**src/rtl/dmem_mmio_uart_tx.sv**
```systemverilog
// Memory-mapped 8N1 UART transmitter that sits beside dmem on the data bus.
// Stores to ADDR_TX queue a byte; loads from ADDR_STAT return FIFO and line status.
module dmem_mmio_uart_tx #(
    parameter int unsigned CLKS_PER_BIT = 434,
    parameter int unsigned FIFO_DEPTH   = 8,
    parameter logic [11:0] ADDR_TX      = 12'hFF0,
    parameter logic [11:0] ADDR_STAT    = 12'hFF1
) (
    input  logic        clock,
    input  logic        reset,
    input  logic [11:0] address_dmem,
    input  logic [31:0] data,
    input  logic        wren,
    output logic        mmio_sel,
    output logic [31:0] q_mmio,
    output logic        uart_tx,
    output logic        tx_busy
);
    localparam int unsigned PTR_W = $clog2(FIFO_DEPTH);
    localparam int unsigned CNT_W = PTR_W + 1;
    localparam logic [CNT_W-1:0] DEPTH_C   = CNT_W'(FIFO_DEPTH);
    localparam logic [CNT_W-1:0] CNT_ONE   = CNT_W'(1);
    localparam logic [CNT_W-1:0] CNT_ZERO  = CNT_W'(0);
    localparam logic [PTR_W-1:0] PTR_ONE   = PTR_W'(1);
    localparam logic [PTR_W-1:0] PTR_ZERO  = PTR_W'(0);
    localparam logic [15:0]      BAUD_LAST = 16'(CLKS_PER_BIT - 1);

    typedef enum logic [1:0] {
        IDLE  = 2'd0,
        START = 2'd1,
        DATA  = 2'd2,
        STOP  = 2'd3
    } state_t;

    state_t           state_q;
    logic [15:0]      baud_q;
    logic [2:0]       bit_idx_q;
    logic [7:0]       shift_q;
    logic             tx_q;
    logic [7:0]       fifo_mem_q [FIFO_DEPTH];
    logic [PTR_W-1:0] wr_ptr_q;
    logic [PTR_W-1:0] rd_ptr_q;
    logic [CNT_W-1:0] count_q;
    logic [CNT_W-1:0] count_d;
    logic             ovf_q;
    logic             ovf_d;
    logic             push_req_s;
    logic             clr_req_s;
    logic             pop_s;
    logic             push_s;
    logic             full_s;
    logic             empty_s;
    logic             unused_s;

    assign unused_s = ^data[31:8];
    assign mmio_sel = (address_dmem == ADDR_TX) || (address_dmem == ADDR_STAT);
    assign uart_tx  = tx_q;
    assign tx_busy  = (state_q != IDLE);

    // FIFO handshake: a full FIFO still accepts a push when the FSM pops on the same edge
    always_comb begin
        push_req_s = wren && (address_dmem == ADDR_TX);
        clr_req_s  = wren && (address_dmem == ADDR_STAT);
        full_s     = (count_q == DEPTH_C);
        empty_s    = (count_q == CNT_ZERO);
        pop_s      = (state_q == IDLE) && !empty_s;
        push_s     = push_req_s && (!full_s || pop_s);
        count_d    = count_q;
        if (push_s && !pop_s) begin
            count_d = count_q + CNT_ONE;
        end else if (!push_s && pop_s) begin
            count_d = count_q - CNT_ONE;
        end else begin
            count_d = count_q;
        end
        ovf_d = ovf_q;
        if (clr_req_s) begin
            ovf_d = 1'b0;
        end else if (push_req_s && !push_s) begin
            ovf_d = 1'b1;
        end else begin
            ovf_d = ovf_q;
        end
    end

    // Status read mux
    always_comb begin
        if (address_dmem == ADDR_STAT) begin
            q_mmio = {16'h0000, 8'(count_q), 4'h0, ovf_q, tx_busy, full_s, empty_s};
        end else begin
            q_mmio = 32'h0000_0000;
        end
    end

    // FIFO pointers, occupancy and sticky overflow
    always_ff @(posedge clock) begin
        if (reset) begin
            wr_ptr_q <= PTR_ZERO;
            rd_ptr_q <= PTR_ZERO;
            count_q  <= CNT_ZERO;
            ovf_q    <= 1'b0;
        end else begin
            if (push_s) begin
                wr_ptr_q <= wr_ptr_q + PTR_ONE;
            end
            if (pop_s) begin
                rd_ptr_q <= rd_ptr_q + PTR_ONE;
            end
            count_q <= count_d;
            ovf_q   <= ovf_d;
        end
    end

    // FIFO storage
    always_ff @(posedge clock) begin
        if (push_s) begin
            fifo_mem_q[wr_ptr_q] <= data[7:0];
        end
    end

    // Frame serializer; tx_q always carries the level of the bit being sent
    always_ff @(posedge clock) begin
        if (reset) begin
            state_q   <= IDLE;
            baud_q    <= 16'd0;
            bit_idx_q <= 3'd0;
            shift_q   <= 8'h00;
            tx_q      <= 1'b1;
        end else begin
            case (state_q)
                IDLE: begin
                    baud_q <= 16'd0;
                    tx_q   <= 1'b1;
                    if (pop_s) begin
                        shift_q <= fifo_mem_q[rd_ptr_q];
                        state_q <= START;
                        tx_q    <= 1'b0;
                    end
                end
                START: begin
                    if (baud_q == BAUD_LAST) begin
                        baud_q    <= 16'd0;
                        bit_idx_q <= 3'd0;
                        state_q   <= DATA;
                        tx_q      <= shift_q[0];
                    end else begin
                        baud_q <= baud_q + 16'd1;
                    end
                end
                DATA: begin
                    if (baud_q == BAUD_LAST) begin
                        baud_q <= 16'd0;
                        if (bit_idx_q == 3'd7) begin
                            state_q <= STOP;
                            tx_q    <= 1'b1;
                        end else begin
                            shift_q   <= {1'b0, shift_q[7:1]};
                            bit_idx_q <= bit_idx_q + 3'd1;
                            tx_q      <= shift_q[1];
                        end
                    end else begin
                        baud_q <= baud_q + 16'd1;
                    end
                end
                STOP: begin
                    if (baud_q == BAUD_LAST) begin
                        baud_q  <= 16'd0;
                        state_q <= IDLE;
                        tx_q    <= 1'b1;
                    end else begin
                        baud_q <= baud_q + 16'd1;
                    end
                end
                default: begin
                    state_q <= IDLE;
                    baud_q  <= 16'd0;
                    tx_q    <= 1'b1;
                end
            endcase
        end
    end
endmodule

```
**config.mk**
```make
export PLATFORM = sky130hd
export DESIGN_NAME = dmem_mmio_uart_tx
export DESIGN_NICKNAME = d
export VERILOG_FILES = /design/src/rtl/dmem_mmio_uart_tx.sv
export SDC_FILE = /design/constraint.sdc
export NUM_CORES = 1
export LEC_CHECK = 0
export ABC_AREA = 1
export BUFFER_PORTS_ARGS = -buffer_cell sky130_fd_sc_hd__buf_4
export CAP_MARGIN = 20
export CORE_AREA = 5 5 118 120
export DETAILED_ROUTE_END_ITERATION = 12
export DIE_AREA = 0 0 123 125
export HOLD_SLACK_MARGIN = 0.05
export SYNTH_ARGS = -nofsm -noshare
export SYNTH_HDL_FRONTEND = slang
export SYNTH_SLANG_ARGS = --single-unit
```
**constraint.sdc**
```tcl
create_clock -name clock -period 6.3 [get_ports clock]
set_input_delay 0.945 -clock clock [delete_from_list [all_inputs] [get_ports clock]]
set_output_delay 0.945 -clock clock [all_outputs]
set_load 0.02 [all_outputs]
```
# [Word level (Yosys, flattened, before mapping)]
# Memories as Yosys holds them, arrays and structs flattened. A register that Yosys moved wholly into a read port is not among the register bits.
# Index checks and enable logic that the tools add are counted.
# W data, S select, Z words.
[op_classes] n_lt_le_gt_ge=0 multipliers=0 bitwise_logic=0 n_reduce_logical=25 muxes=29 div=0 n_addsub=6 shifts=0 eq_ne=14
[op_table] cell="$pmux W16 S2" n=1
[op_table] cell="$eq A12 B12 Y1 const B" n=2
[op_table] cell="$mux W8" n=3
[op_table] cell="$add A16 B1 Y16 const B" n=1
[op_table] cell="$eq A16 B9 Y1 const B" n=1
[op_table] cell="$mux W16" n=1
[op_table] cell="$pmux W8 S2" n=1
[op_table] cell="$mux W3" n=5
[op_table] cell="$mux W12" n=1
[op_table] cell="$ne A2 B2 Y1 const B" n=6
[op_table] cell="$mux W2" n=5
[op_table] cell="$add A3 B1 Y3 const B" n=3
[op_table] cell="$mux W4" n=2
[op_table] cell="$pmux W2 S4" n=1
[op_table] cell="$reduce_and A4 Y1" n=2
[op_table] cell="$reduce_bool A2 Y1" n=4
[op_table] cell="$logic_and A1 B1 Y1" n=7
[op_table] cell="$mux W1" n=7
[op_table] cell="$pmux W3 S2" n=1
[op_table] cell="$reduce_and A5 Y1" n=1
[op_table] cell="$add A4 B1 Y4 const B" n=1
[op_table] cell="$eq A2 B2 Y1 const B" n=2
[op_table] cell="$eq A4 B4 Y1 const B" n=1
[op_table] cell="$logic_not A1 Y1" n=4
[op_table] cell="other kinds (10)" n=11
[word_totals] output_inout_bits=35 n_memories=1 romBits=0 elab_cells=84 ff_bits=41 latch_bits=0 mem_bits_rw=64
[memory_table] memory="fifo_mem_q" words=8 word_bits=8 rd=1 rd_clocked_by_memory_dff=1 wr=1 line="40" source="logic [7:0] fifo_mem_q [FIFO_DEPTH];"

# [Depth between registers and ports, before layout]
# Gate-level depths: netlist of the first run.
[depth] ltp_word=9 ltp_mapped=17

# [Worst setup path after synthesis of the first run]
# No wires, ideal clock.
[synth_timing] path_type="input port to output port" start="input address_dmem[7]" end="output q_mmio[1]" arrival_ps=1975 path_slack_ps=3380 path_stages=6 path_cell_list="inv_1 nor3_1 nand3_1 nor2_1 inv_2 nor3_1"
[synth_between] elab_chain_len=2
[synth_rtl] element="from (decl)" line="11" source="input logic [11:0] address_dmem,"
[synth_rtl] element="$eq A12 B12 Y1" line="88" source="if (address_dmem == ADDR_STAT) begin"
[synth_rtl] element="$mux W12" line="88"
[synth_rtl] element="to (decl)" line="15" source="output logic [31:0] q_mmio,"
# Every way passes these cells.

# [Worst setup path after layout of the first run]
# Same ends and word-level chain as after synthesis.

==> flow_summary.json, run 1 <==
{
  "status": "finished clean",
  "async_flop_share": 0,
  "syn2layout_area_growth_pct": 11.4,
  "cp_max_fo": 9,
  "grtUsageMet2": 0.225,
  "row_count": 42,
  "ctsHoldBuffers": 0,
  "globalRouteOverflowTotal": 0,
  "synth-seq-cells": 108,
  "tns_ps": 0,
  "grtUsageMet1": 0.187,
  "cts_buffers": 9,
  "ctsRootBufferMaster": "clkbuf_16",
  "finalHoldViolCount": 0,
  "post_cts_buffers": 0,
  "vdd_drop_max_mv": 0.154,
  "end_kind": "output port",
  "path_clk_slew_ps": 70,
  "multi_input_area_um2": 1980,
  "yosysTopAreaCell": "edfxtp_1",
  "finalCritPeriodShare": 0.469,
  "final_max_slew_viol_count": 0,
  "cp_slowest_cell": "nand3_1",
  "p_per_area_nw_per_um2": 351,
  "final_cell_mix": "150 x nand2_1, 64 x edfxtp_1, 58 x nand3_1, 55 x nor2_1, 48 x inv_1",
  "hold_path_class": "reg2reg",
  "track_usage": 0.137,
  "grt_first_pass_wirelength_um": 16800,
  "initial_core_util": 0.403,
  "numPortBuffers": 33,
  "core-area_um2": 12900,
  "clk-insertion-delay-late_ps": 340,
  "antenna_cells": 0,
  "drive_gt1_frac": 0.131,
  "chipHeight_um": 125,
  "dr.pass1.iters": 4,
  "grt_max_degree": 34,
  "cts_tree": "built",
  "cpPeakStageDelay_ps": 190,
  "vias_per_cell": 4.68,
  "skew_ps": 11.1,
  "path_class": "in2out",
  "synth.cell_area_um2": 5190,
  "maxCapViolations": 0,
  "crit_required_ps": 5350,
  "die_area_um2": 15400,
  "wl_per_cell_um": 12.9,
  "rsz0062_at_grt": "false",
  "setup-violations-final": 0,
  "grt_pass1_vias": 3541,
  "antenna_found_initial": 0,
  "final_common_cell": "nand2_1",
  "avgSynthCellArea_um2": 8.99,
  "die_w_um": 123,
  "gp_congestion": 0.752,
  "wl_um": 10100,
  "design_area_um2": 5780,
  "p_leak_nw": 2.31,
  "synth.top_cell.area_share": 0.370,
  "finalCriticalPeriod_ps": 2950,
  "ctsHtreeMaxLevel": 3,
  "first_iter_violations": 255,
  "synthCells": 577,
  "synth_flop_cell": "edfxtp_1",
  "gr-usage-met3": 0.0226,
  "crit_arrival_ps": 2010,
  "cp_cell_sequence": "buf_4 > inv_1 > nor3_1 > nand3_1 > nor2_1 > inv_2 > nor3_1 > buf_4",
  "placed_area_um2": 5470,
  "cp-start-kind": "input pin",
  "tightest_slew_ps": 919,
  "clk_path_buf_depth": 2,
  "synth_edf_count": 64,
  "fin_nets": 667,
  "post_cts_resized": 0,
  "synth_cell_types": 40,
  "dr_total_vias": 3676,
  "clock.fmax_ghz": 0.339,
  "yosysSeqAreaShare": 0.540,
  "yosys_warnings": 0,
  "yosys-top-cells-area": "edfxtp_1 37%, dfxtp_1 17%, nand2_1 11%, nand3_1 5.6%, nor2_1 4.0%",
  "busiest_layer": "met2",
  "post-dp-hpwl_um": 6840,
  "cts_sinks": 108,
  "ant_nets": 0,
  "final-seq-area_um2": 2800,
  "relSlewSlack": 0.385,
  "fillers": 1252,
  "ios": 82,
  "post-route-drc-count": 0
}
power by group:
group | switching [mW] | internal, mW | leakage [nW]
Sequential | 0.0505 | 0.803 | 0.934
Clock | 0.244 | 0.349 | 0.153
Combinational | 0.391 | 0.190 | 1.22
synth_stat cells, types with 2 or more instances:
library cell  number
edfxtp_1          64
ha_1              14
buf_2              6
xor2_1             3
inv_1             48
or2_2              2
nor2_4             4
o21a_1             2
buf_4             26
nor3_4             2
a21oi_1           30
o211ai_1           2
nor3b_2            2
nand3_2            3
o21ai_1            2
o21ai_0           14
clkbuf_1           3
nand3_1           58
nor2_2             2
inv_2              5
nand2_1          150
nand4_1            3
buf_6              4
dfxtp_1           44
nor3_1             8
nand2_2            8
nor2_1            55
worst max-delay path: cells and delay by family:
kind / cells / cell delay (ps)
buffers and inverters: 4 / 380
and+or+nand+nor: 4 / 680
state kept, by name (all words and copies together), names as in the netlist, named ones only:
register,cells
baud_q,16
uart_tx,1
wr_ptr_q,3
rd_ptr_q,3
ovf_q,1
bit_idx_q,3
shift_q,8
state_q,2
fifo_mem_q,64
count_q,4
metrics by stage:
stage	hold WS, ps	utilization	cells	worst slack [ps]	power, mW
3_3_place_gp	436	0.424	770	3220	1.45
4_1_cts	452	0.449	785	3330	2.05
6_report	446	0.449	785	3350	2.03
5_1_grt	476	0.449	785	3240	2.17
2_1_floorplan	424	-	600	3380	1.35
3_5_place_dp	444	0.424	770	3090	1.46
layer usage:
metal	part of all wire	wire (µm)	vias to the layer above
li1	-	-	1903
met1	0.46	4620	1685
met2	0.49	4920	81
met5	0	0	-
met3	0.046	463	7
met4	0.0094	95	0
final timing paths:
path	start	endpoint	slack, ps	cells after the start
max	address_dmem[7]	q_mmio[1]	3350	8
min	bit_idx_q[2]	bit_idx_q[2]	450	2
max reg2reg	state_q[0]	count_q[3]	3570	17
min reg2reg	bit_idx_q[2]	bit_idx_q[2]	450	2
kinds of logic after synthesis:
family | share of synthesized area
AND/OR/NAND/NOR | 0.261
adder cells (fa/ha/maj) | 0.0376
other | 0.000723
XOR/XNOR | 0.00675
flip-flops | 0.540
AO/OA/AOI/OAI | 0.0586
buffers and inverters | 0.0948
layout make-up:
cell class | instances | share of cell area
repair buffers | 34 | 0.0442
well taps | 176 | 0.0381
clock inverters | 5 | 0.0143
multi-input cells | 398 | 0.344
flip-flops and latches | 108 | 0.485
clock buffers | 10 | 0.0396
inverters | 54 | 0.0351
No activity file was read; power rests on OpenSTA's default activity.
==> inputs of run 2 (changes only) <==
ABC_AREA = 0   (was 1)
CORE_AREA = 5 5 114 116   (was 5 5 118 120)
DIE_AREA = 0 0 119 121   (was 0 0 123 125)
clock period = 2.4 ns   (was 6.3 ns; I/O delays follow)
==> flow_summary.json, run 2 <==
{
  "antenna_found_initial": 0,
  "first_iter_violations": 149,
  "relSlewSlack": 0.474,
  "p_leak_nw": 2.11,
  "finalCriticalPeriod_ps": 2340,
  "ctsRootBufferMaster": "clkbuf_16",
  "yosys_warnings": 0,
  "skew_ps": 8.66,
  "largest_reg_flops": 64,
  "synth-seq-cells": 108,
  "tightest_slew_ps": 770,
  "grt_pass1_vias": 3191,
  "avgSynthCellArea_um2": 12.1,
  "grt_first_pass_wirelength_um": 15400,
  "cp_slowest_cell": "or3_1",
  "top_register": "fifo_mem_q",
  "clk-insertion-delay-late_ps": 340,
  "synth.top_cell.area_share": 0.399,
  "crit_required_ps": 2680,
  "reg.largest.list": "fifo_mem_q x64, baud_q x16, shift_q x8",
  "worstReg2RegEnd": "count_q[3]",
  "synth.cell_area_um2": 4820,
  "internal_power_mw": 3.53,
  "cpPeakStageDelay_ps": 340,
  "hold_end": "ovf_q",
  "end_kind": "flip-flop",
  "seqPwrFrac": 0.431,
  "yosysTopAreaCell": "edfxtp_1",
  "hold_depth": 2,
  "post-dp-hpwl_um": 6610,
  "setup-violations-final": 0,
  "fin_cells": 615,
  "synth_edf_count": 64,
  "power_switching_mw": 1.57,
  "cp_top_family": "simple AND/OR/NAND/NOR gates",
  "place_inst": 598,
  "cp_max_fo": 3,
  "reg2reg_from": "state_q[1]",
  "crit_arrival_ps": 2620,
  "post-route-drc-count": 0,
  "dr_total_vias": 3055,
  "dr.pass1.iters": 4,
  "syn2layout_area_growth_pct": 18.8,
  "r2r_slack_ps": 60,
  "fin_nets": 525,
  "path_class": "reg2reg",
  "pre_cts_slack_ps": -328,
  "maxCapViolations": 0,
  "yosys-top-cells-area": "edfxtp_1 40%, dfxtp_1 18%, buf_4 3.7%, ha_1 3.6%, nor2_1 3.4%",
  "rsz0062_at_grt": "true",
  "cp-startpoint": "state_q[1]",
  "wl_um": 9310,
  "cp_num_buf_inv": 3,
  "synth_cell_types": 46,
  "synth_flop_cell": "edfxtp_1",
  "reg2reg_depth": 13,
  "final_max_slew_viol_count": 0,
  "p_per_area_nw_per_um2": 890,
  "status": "finished clean",
  "ant_nets": 0,
  "hold_path_class": "in2reg",
  "cts_sinks": 108,
  "track_usage": 0.135,
  "chipHeight_um": 121,
  "final_common_cell": "buf_4",
  "cp_cell_sequence": "inv_2 > ha_4 > inv_2 > and3_4 > and3b_2 > ha_4 > inv_4 > ha_4 > a21o_1 > a21oi_2 > xnor2_1 > or3_1 > a21oi_1",
  "ctsHoldBuffers": 0,
  "row_count": 40,
  "ios": 82,
  "setup_slack_ps": 62.0,
  "wl_per_cell_um": 15.1,
  "ctsHtreeMaxLevel": 3,
  "combPwrFrac": 0.307,
  "gp_congestion": 0.783,
  "yosys-top-cells-count": "64 x edfxtp_1, 44 x dfxtp_1, 44 x nor2_1",
  "cts_buffers": 9,
  "pwr-share-clk": 0.261,
  "final_cell_mix": "69 x buf_4, 64 x edfxtp_1, 43 x nor2_1, 41 x dfxtp_1, 24 x conb_1",
  "grt_max_degree": 38,
  "die_w_um": 119,
  "initial_core_util": 0.408,
  "vdd_drop_max_mv": 0.564,
  "vias_per_cell": 4.97,
  "clk_path_buf_depth": 2,
  "antenna_cells": 0,
  "globalRouteOverflowTotal": 0,
  "cp-start-kind": "flip-flop",
  "path_clk_slew_ps": 70,
  "yosysSeqAreaShare": 0.581,
  "finalCritPeriodShare": 0.974,
  "numPortBuffers": 33,
  "cts_tree": "built",
  "finalHoldViolCount": 0,
  "clock.fmax_ghz": 0.428,
  "async_flop_share": 0,
  "cp_common_cell": "ha_4",
  "core-area_um2": 11800,
  "p_sw_frac": 0.308,
  "hp-start": "wren",
  "drive_gt1_frac": 0.265,
  "synthMostInstantiatedCell": "edfxtp_1",
  "die_area_um2": 14400,
  "synthCells": 398
}
-- run 2: how the worst max path moves through the flow --
stage,endpoint,depth (start not counted)
global route,count_q[3],11
floorplan,count_q[3],12
CTS,count_q[3],13
finish,count_q[3],13
global placement,count_q[3],12
detailed placement,count_q[3],12
-- run 2: timing repair --
action | in CTS | in global routing
setup endpoints to repair | 1 | 1
gates cloned | 0 | 0
setup buffers | 1 | 0
resized for setup | 4 | 8
pin swaps | 0 | 3
-- run 2: cells by family (layout without fill, tap and decap cells) --
kind of cell | Yosys count | after routing | synth area share
AO/OA/AOI/OAI | 49 | 49 | 0.0750
other | 1 | 24 | 0.000778
buffers and inverters | 45 | 92 | 0.0550
multiplexers | 29 | 29 | 0.0690
flip-flops | 108 | 108 | 0.581
AND/OR/NAND/NOR | 131 | 131 | 0.142
XOR/XNOR | 20 | 20 | 0.0363
adder cells (fa/ha/maj) | 15 | 15 | 0.0405
-- run 2: final cells by class --
class,instances,area (µm²)
clock buffers,12,236
clock inverters,4,26.3
inverters,6,25.0
well taps,147,184
repair buffers,70,538
flip-flops and latches,108,2810
fillers,1076,6090
multi-input cells,268,1910
-- run 2: per-stage QoR --
stage / power (mW) / TNS, ps / utilization / instance area, µm² / hold slack [ps]
detailed placement: 3.79 / -596 / 0.459 / 5420 / 451
global route: 5.44 / -38.4 / 0.485 / 5730 / 237
finish: 5.10 / 0 / 0.485 / 5730 / 246
global placement: 3.75 / -555 / 0.459 / 5420 / 443
floorplan: 3.31 / -175 / - / 4960 / 432
CTS: 5.15 / 0 / 0.483 / 5710 / 225
-- run 2: worst reg2reg max path: stages (launching register included) --
cell and delay [ps]:
dfxtp_2 330, inv_2 60, ha_4 160, inv_2 60
and3_4 170, and3b_2 220, ha_4 170, inv_4 60
ha_4 190, a21o_1 160, a21oi_2 150, xnor2_1 90
or3_1 340, a21oi_1 110
-- run 2: power by group through the flow --
stage	clock network (mW)	logic, mW	registers, mW
2_1_floorplan	0	1.08	2.23
3_5_place_dp	0	1.56	2.23
6_report	1.33	1.57	2.20
3_3_place_gp	0	1.53	2.23
4_1_cts	1.38	1.59	2.19
5_1_grt	1.46	1.76	2.22
-- run 2: routing by layer --
| layer | share of wire | up-vias | global-route usage |
|---|---|---|---|
| met4 | 0.035 | 0 | 0.0695 |
| met2 | 0.50 | 50 | 0.228 |
| met3 | 0.041 | 22 | 0.0368 |
| li1 | - | 1531 | - |
| met5 | 0 | - | 0 |
| met1 | 0.43 | 1452 | 0.158 |
